## src/rtl/lcrc_gen.sv

```systemverilog
// Streaming reflected CRC-32 (LCRC) generator: one CRC and byte count per packet, DATA_W bits per beat.
// Define LCRC_CHECK_EN to add crc_exp / crc_err for receive-side LCRC checking.
module lcrc_gen #(
  parameter int DATA_W = 32,
  parameter int KEEP_W = DATA_W / 8
) (
  input  logic              clk,
  input  logic              rst,
  input  logic              in_valid,
  output logic              in_ready,
  input  logic [DATA_W-1:0] in_data,
  input  logic              in_sop,
  input  logic              in_eop,
  input  logic [KEEP_W-1:0] in_keep,
`ifdef LCRC_CHECK_EN
  input  logic [31:0]       crc_exp,
  output logic              crc_err,
`endif
  output logic              out_valid,
  input  logic              out_ready,
  output logic [31:0]       crc_out,
  output logic [15:0]       out_len,
  output logic [7:0]        drop_cnt
);

  localparam logic [31:0] POLY = 32'hEDB88320;

  typedef enum logic [1:0] {IDLE, BUSY, HOLD} state_t;

  state_t      state;
  logic [31:0] crc_acc;
  logic [15:0] len_acc;

  logic              accept;
  logic [KEEP_W-1:0] mask;
  logic [31:0]       seed;
  logic [15:0]       len_base;
  logic [31:0]       crc_next;
  logic [16:0]       len_sum;
  logic [15:0]       len_next;

  function automatic logic [31:0] crc_fold(input logic [31:0] c,
                                           input logic [DATA_W-1:0] d,
                                           input logic [KEEP_W-1:0] m);
    logic [31:0] r;
    r = c;
    for (int i = 0; i < KEEP_W; i++) begin
      if (m[i]) begin
        r = r ^ {24'h0, d[8*i +: 8]};
        for (int b = 0; b < 8; b++)
          r = r[0] ? ((r >> 1) ^ POLY) : (r >> 1);
      end
    end
    return r;
  endfunction

  function automatic logic [15:0] byte_cnt(input logic [KEEP_W-1:0] m);
    logic [15:0] n;
    n = '0;
    for (int i = 0; i < KEEP_W; i++)
      if (m[i]) n = n + 16'd1;
    return n;
  endfunction

  assign in_ready = (state != HOLD) | out_ready;
  assign accept   = in_valid & in_ready;

  // Keep is only meaningful on the last beat; earlier beats always carry a full word.
  always_comb begin
    mask     = in_eop ? in_keep : {KEEP_W{1'b1}};
    seed     = in_sop ? 32'hFFFF_FFFF : crc_acc;
    len_base = in_sop ? 16'd0 : len_acc;
    crc_next = crc_fold(seed, in_data, mask);
    len_sum  = {1'b0, len_base} + {1'b0, byte_cnt(mask)};
    len_next = len_sum[16] ? 16'hFFFF : len_sum[15:0];
  end

  always_ff @(posedge clk or negedge rst) begin
    if (!rst) begin
      state     <= IDLE;
      crc_acc   <= 32'hFFFF_FFFF;
      len_acc   <= '0;
      out_valid <= 1'b0;
      crc_out   <= '0;
      out_len   <= '0;
      drop_cnt  <= '0;
`ifdef LCRC_CHECK_EN
      crc_err   <= 1'b0;
`endif
    end else begin
      // A sop beat always (re)starts a packet, even if one is in flight.
      if (accept && (in_sop || state == BUSY)) begin
        if (in_eop) begin
          state     <= HOLD;
          out_valid <= 1'b1;
          crc_out   <= ~crc_next;
          out_len   <= len_next;
`ifdef LCRC_CHECK_EN
          crc_err   <= (~crc_next != crc_exp);
`endif
        end else begin
          state     <= BUSY;
          out_valid <= 1'b0;
          crc_acc   <= crc_next;
          len_acc   <= len_next;
        end
      end else begin
        // Here an accepted beat arrived in IDLE (or HOLD being released) without sop.
        if (accept && drop_cnt != 8'hFF)
          drop_cnt <= drop_cnt + 8'd1;
        if (state == HOLD && out_ready) begin
          state     <= IDLE;
          out_valid <= 1'b0;
        end
      end
    end
  end

endmodule

```

## config.mk

```make
export PLATFORM = sky130hd
export DESIGN_NAME = lcrc_gen
export DESIGN_NICKNAME = d
export VERILOG_FILES = /design/src/rtl/lcrc_gen.sv
export SDC_FILE = /design/constraint.sdc
export NUM_CORES = 1
export LEC_CHECK = 0
export ABC_AREA = 1
export CORE_ASPECT_RATIO = 1.4
export CORE_UTILIZATION = 50
export CTS_CLUSTER_DIAMETER = 50
export DETAILED_ROUTE_END_ITERATION = 7
export GPL_ROUTABILITY_DRIVEN = 1
export PLACE_DENSITY_LB_ADDON = 0.2
export REMOVE_ABC_BUFFERS = 1
export SLEW_MARGIN = 20
export SYNTH_ARGS = -nofsm -noshare
export SYNTH_HDL_FRONTEND = slang
export SYNTH_SLANG_ARGS = --single-unit
```

## constraint.sdc

```tcl
create_clock -name clk -period 3.4 [get_ports clk]
set_clock_uncertainty 0.1 [all_clocks]
set_input_delay 0.34 -clock clk [delete_from_list [all_inputs] [get_ports clk]]
set_output_delay 0.34 -clock clk [all_outputs]
set_load 0.02 [all_outputs]
```

Word level (Yosys, flattened, before mapping)
Index checks and enable logic that the tools add are counted.

$add $sub $neg: 5. Equal/unequal tests: 4. Muxes and demuxes: 50. Bitwise gates (word level): 41. Reduce and logical (&&, ||, !) cells: 8.

Operators by type and width (number): 32-bit two-way mux (37); 13-bit NOT with 14-bit output (32); 32-bit by 8-bit bitwise XOR with 32-bit output (4); 16-bit two-way mux (5); 16-bit by 1-bit adder with 16-bit output, second input constant (2); 32-bit NOT (1); 16-bit by 16-bit adder with 17-bit output (1); 8-bit by 1-bit adder with 8-bit output, second input constant (1); 8-bit inequality test, second input constant (1); 2-bit two-way mux (3); 2-bit AND reduction (3); 1-bit two-way mux (4); 4-bit two-way mux (1); 1-bit logical AND (3); 1-bit by 1-bit adder with 2-bit output, second input constant (1); 2-bit by 1-bit equality test with 1-bit output, second input constant (1); 2-bit equality test, second input constant (1); 2-bit inequality test, second input constant (1); 1-bit NOT (2); 2-bit nonzero test (1); 1-bit AND (1); 1-bit logical OR (1); 1-bit bitwise OR (1).

Bits in registers: 107. Logic and storage cells: 115.

Longest topological paths before layout
Word-level depth: 74. Depth in mapped cells: 39.

Worst setup path before layout
OpenSTA, ideal clock, no wires.

Path type: in2reg. From: input port in_eop. To: register len_acc[10]. Setup time: 0.083 ns. Data arrival time: 4.361 ns. Slack: -1.144 ns. Stages on the path: 28. Cells stage by stage: inv_2 nor2_2 inv_2 buf_4 buf_2 buf_2 buf_2 ha_1 or2_2 nand2_1 inv_1 ha_1 nand2_1 xor2_1 ha_1 a21oi_1 o21bai_1 nand2_1 nor3_1 nand2_1 nor2_1 nand2_1 inv_1 nand3_1 clkbuf_1 nand3_1 nand2_1 o21ai_0.

Cells in the longest elaborated chain, start to end: 10. Elaborated cells on any way between the ends: 12. Those cells by class: add/sub (4); mux (6); bitwise (1); reduce/logical (1).

Ends and longest elaborated chain: from (decl) (line 13) `input logic in_eop,`; 4-bit two-way mux (line 70) `mask = in_eop ? in_keep : {KEEP_W{1'b1}};`; 1-bit two-way mux (line 61) `if (m[i]) n = n + 16'd1;`; 1-bit by 1-bit adder with 2-bit output (line 61); 16-bit two-way mux (line 61); 16-bit by 1-bit adder with 16-bit output (line 61); 16-bit two-way mux (line 61); 16-bit by 1-bit adder with 16-bit output (line 61); 16-bit two-way mux (line 61); 16-bit by 16-bit adder with 17-bit output (line 74) `len_sum = {1'b0, len_base} + {1'b0, byte_cnt(mask)};`; 16-bit two-way mux (line 75) `len_next = len_sum[16] ? 16'hFFFF : len_sum[15:0];`; to (signal assigned) (line 105) `len_acc <= len_next;`; to (decl) (line 32) `logic [15:0] len_acc;`.

Parallel ways exist; a longest one is shown, timed or not. A chain may end at the register's enable or synchronous reset.

Final worst setup path
From: register crc_acc[0]. To: register crc_acc[3].

Cells in the longest elaborated chain, start to end: 51. Elaborated cells on any way between the ends: 65. Those cells by class: mux (37); bitwise (28).

Ends and longest elaborated chain: from (decl) (line 31) `logic [31:0] crc_acc;`; from (signal assigned) (line 104) `crc_acc <= crc_next;`; 32-bit two-way mux (*) (line 71) `seed = in_sop ? 32'hFFFF_FFFF : crc_acc;`; 32-bit by 8-bit bitwise XOR with 32-bit output (line 49) `r = r ^ {24'h0, d[8*i +: 8]};`; 32-bit two-way mux (line 51) `r = r[0] ? ((r >> 1) ^ POLY) : (r >> 1);`; 13-bit NOT with 14-bit output (no line); 32-bit two-way mux (2 in a row) (line 51); 32-bit two-way mux or 13-bit NOT with 14-bit output (tied branches); 13-bit NOT with 14-bit output (no line) or 32-bit two-way mux (tied branches); 32-bit two-way mux or 13-bit NOT with 14-bit output (tied branches); [... 30 more ...]; 32-bit two-way mux or 32-bit by 8-bit bitwise XOR with 32-bit output (tied branches) (line 51, 49); 13-bit NOT with 14-bit output (no line) or 32-bit two-way mux (tied branches); 32-bit two-way mux (line 51); 13-bit NOT with 14-bit output (no line); 32-bit two-way mux (3 in a row) (line 51); 13-bit NOT with 14-bit output (no line); 32-bit two-way mux (3 in a row) (line 51); 32-bit two-way mux (*) (line 48) `if (m[i]) begin`.

Every way passes the cells marked *; elsewhere a longest branch is shown, timed or not.

==> flow_summary.toml <==
[run_status]
status = "finished, violations left"
violations = "negative setup slack"

[global_route]
grt_start_max_net_pins = 59
grt_overflow = 0
grt.total_usage_pct = 41.1
antenna_found_initial = 1
grt_pass1_wl_mm = 76.6
grt_pass1_vias = 14600

[sta]
finalHoldViolCount = 0
fin_tns_setup_ps = -45000
min_period_over_period_pct = 124
finalMaxSlewViolations = 0
max_freq_ghz = 0.238
rsz0062_at_grt = "yes"
setup-violations-final = 85
relSlewSlack_pct = 44.9
worst_pin_slew_ps = 825
period_needed_ps = 4210
setup_ws_ps = -810

[synth]
syn_area_sq_mm = 0.0118
synth_cells = 1994
synth-seq-cells = 106
seq_area_frac_synth_pct = 22.8
postSynthAreaPerCell_sq_um = 5.91
synth_warnings = 0
ys_types = 50

[clock_network]
cts_tree = "built"
worst_skew_pair.late_latency_ps = 370
cts_sinks = 106
cts_buffer_depth = 2
cts_buffers = 9
cts-root-buf = "clkbuf_16"
cts.htree.levels = 3
clkTransAtPathRegs_ps = 80

[place]
dpl.cell_count = 2674
place_area_sq_mm = 0.0155
io_buffers = 99
gp_congestion = 1.06
dp_hpwl_mm = 37.9

[setup_path]
reg2reg_from = "crc_acc[0]"
cp_slowest_stage_delay_ps = 570
cp_common_cell = "nand2_4"
path_class = "flip-flop to flip-flop"
crit_path_start_kind = "flip-flop"
cp_data_arrival_time_ps = 4420
crit_path_top_delay_cell = "dfstp_2"
regToRegSetupSlack_ps = -810
rr_worst_depth = 31
endpoint = "crc_acc[3]"
crit_start = "crc_acc[0]"
critPathCaptureType = "flip-flop"
reg2reg_to = "crc_acc[3]"
required_ps = 3610
critical_path.max_fanout = 7

[cells_and_area]
area.growth.synth_to_final_pct = 65.7
layout_commonest_cell = "nand2_1"
finalInstanceArea_sq_mm = 0.0195
fin_nets = 2560
drive_gt1_share_pct = 45.5
fin_cells = 2821
final_cell_mix = "nand2_1, buf_4, nand2_2"
fillers = 1443

[detailed_routing]
avgViaCountPerCell = 5.76
drc = 0
drtPass1Iterations = 6
vias = 16200
finalWirelength_mm = 57.0
antenna_left = 0
drtIter0Drc = 1725
routedWlPerCell_um = 20.2

[floorplan]
core_area_sq_mm = 0.0232
start_util_pct = 50.8
fp.dieW_um = 132
io_pins = 100
num_rows = 66
die_h_um = 184
die_area_sq_mm = 0.0242

[job]
max-cap-violations = 0

[hold_path]
hold_class = "input port to flip-flop"
min_path_cells = 4
## logic make-up after synthesis
family          after synthesis  share of synthesized area [%]
fa+ha+maj                     9                           1.02
simple gates               1431                           54.5
buf+inv                     213                           7.31
flops                       106                           22.8
xor+xnor                    107                           8.39
compound gates              125                           5.77
other cells                   1                         0.0318
mux                           2                          0.180
## Yosys cell counts, drive strengths merged
master / n / area [sq um]
clkinv: 1 / 3.75
fa: 1 / 20.0
o2111ai: 1 / 8.76
o21bai: 1 / 7.51
dfrtp: 74 / 1850
xnor2: 25 / 226
inv: 158 / 603
a22oi: 1 / 7.51
clkbuf: 29 / 109
nand3b: 4 / 33.8
o221ai: 1 / 8.76
a21o: 1 / 7.51
nor3: 1 / 5.00
dfstp: 32 / 841
nor2: 109 / 422
a21oi: 8 / 40.0
nand4: 6 / 37.5
or2: 9 / 56.3
a31oi: 19 / 119
conb: 1 / 3.75
ha: 8 / 100
nand3: 281 / 1530
a21boi: 1 / 7.51
o21ai: 88 / 444
nand2: 1020 / 4330
xor2: 82 / 763
o21a: 1 / 7.51
o211ai: 3 / 22.5
and2: 1 / 6.26
mux2: 1 / 11.3
mux2i: 1 / 10.0
buf: 25 / 146
## cell type report
cell class | count | area (sq um) | share of cell area (%)
flip-flops and latches | 106 | 2690 | 13.8
clock inverters | 5 | 36.3 | 0.186
multi-input cells | 1675 | 10900 | 55.7
inverters | 159 | 624 | 3.19
well taps | 306 | 383 | 1.96
repair buffers | 558 | 4670 | 23.9
diodes | 1 | 2.50 | 0.0128
clock buffers | 11 | 243 | 1.24
## worst max-delay path, delay by kind of cell (launching register included)
kind	cells	cell delay [ps]
xor gates and xnor gates	2	410
and+or+nand+nor	26	2810
DFF	1	570
buffers and inverters	3	240
## sequential cells by signal (all words and copies together), names as in the netlist
signal / cells
state: 2
drop_cnt: 8
crc_out: 32
crc_acc: 32
out_len: 16
len_acc: 16
## worst min-delay path by stage
stage                 from          end  slack, ps
floorplan              rst   crc_out[0]        -60
global placement       rst   crc_out[0]        310
detailed placement     rst   crc_out[0]        310
CTS                 in_eop  crc_acc[18]        330
global route        in_eop  crc_acc[18]        350
finish              in_eop  crc_acc[18]        330
## stage by stage
| stage | worst slack, ps | utilization (%) | hold slack (ps) |
|---|---|---|---|
| global placement | -1150 | 66.9 | 305 |
| CTS | -510 | 75.7 | 327 |
| floorplan | -2490 | - | -55.6 |
| detailed placement | -1300 | 66.9 | 306 |
| global route | -1050 | 84.2 | 348 |
| finish | -810 | 84.2 | 334 |
## per-layer routing
layer	wire length, um	up-vias	track usage, %
met1	19800	7564	46.0
met4	5770	0	33.3
met3	4930	359	4.60
met2	26400	1016	71.0
li1	-	7308	-
met5	0	-	0
## timing repair
item	in CTS	in global routing
setup endpoints to repair	96	96
pin swaps	124	220
gates cloned	1	0
hold buffers	1	0
buffers inserted	74	54
gates resized for setup	332	366
endpoints found under the hold margin	42	0
Power is left out: the tool's default activity adds up to more than one toggle a clock period on the data nets, which glitch-free logic cannot reach.
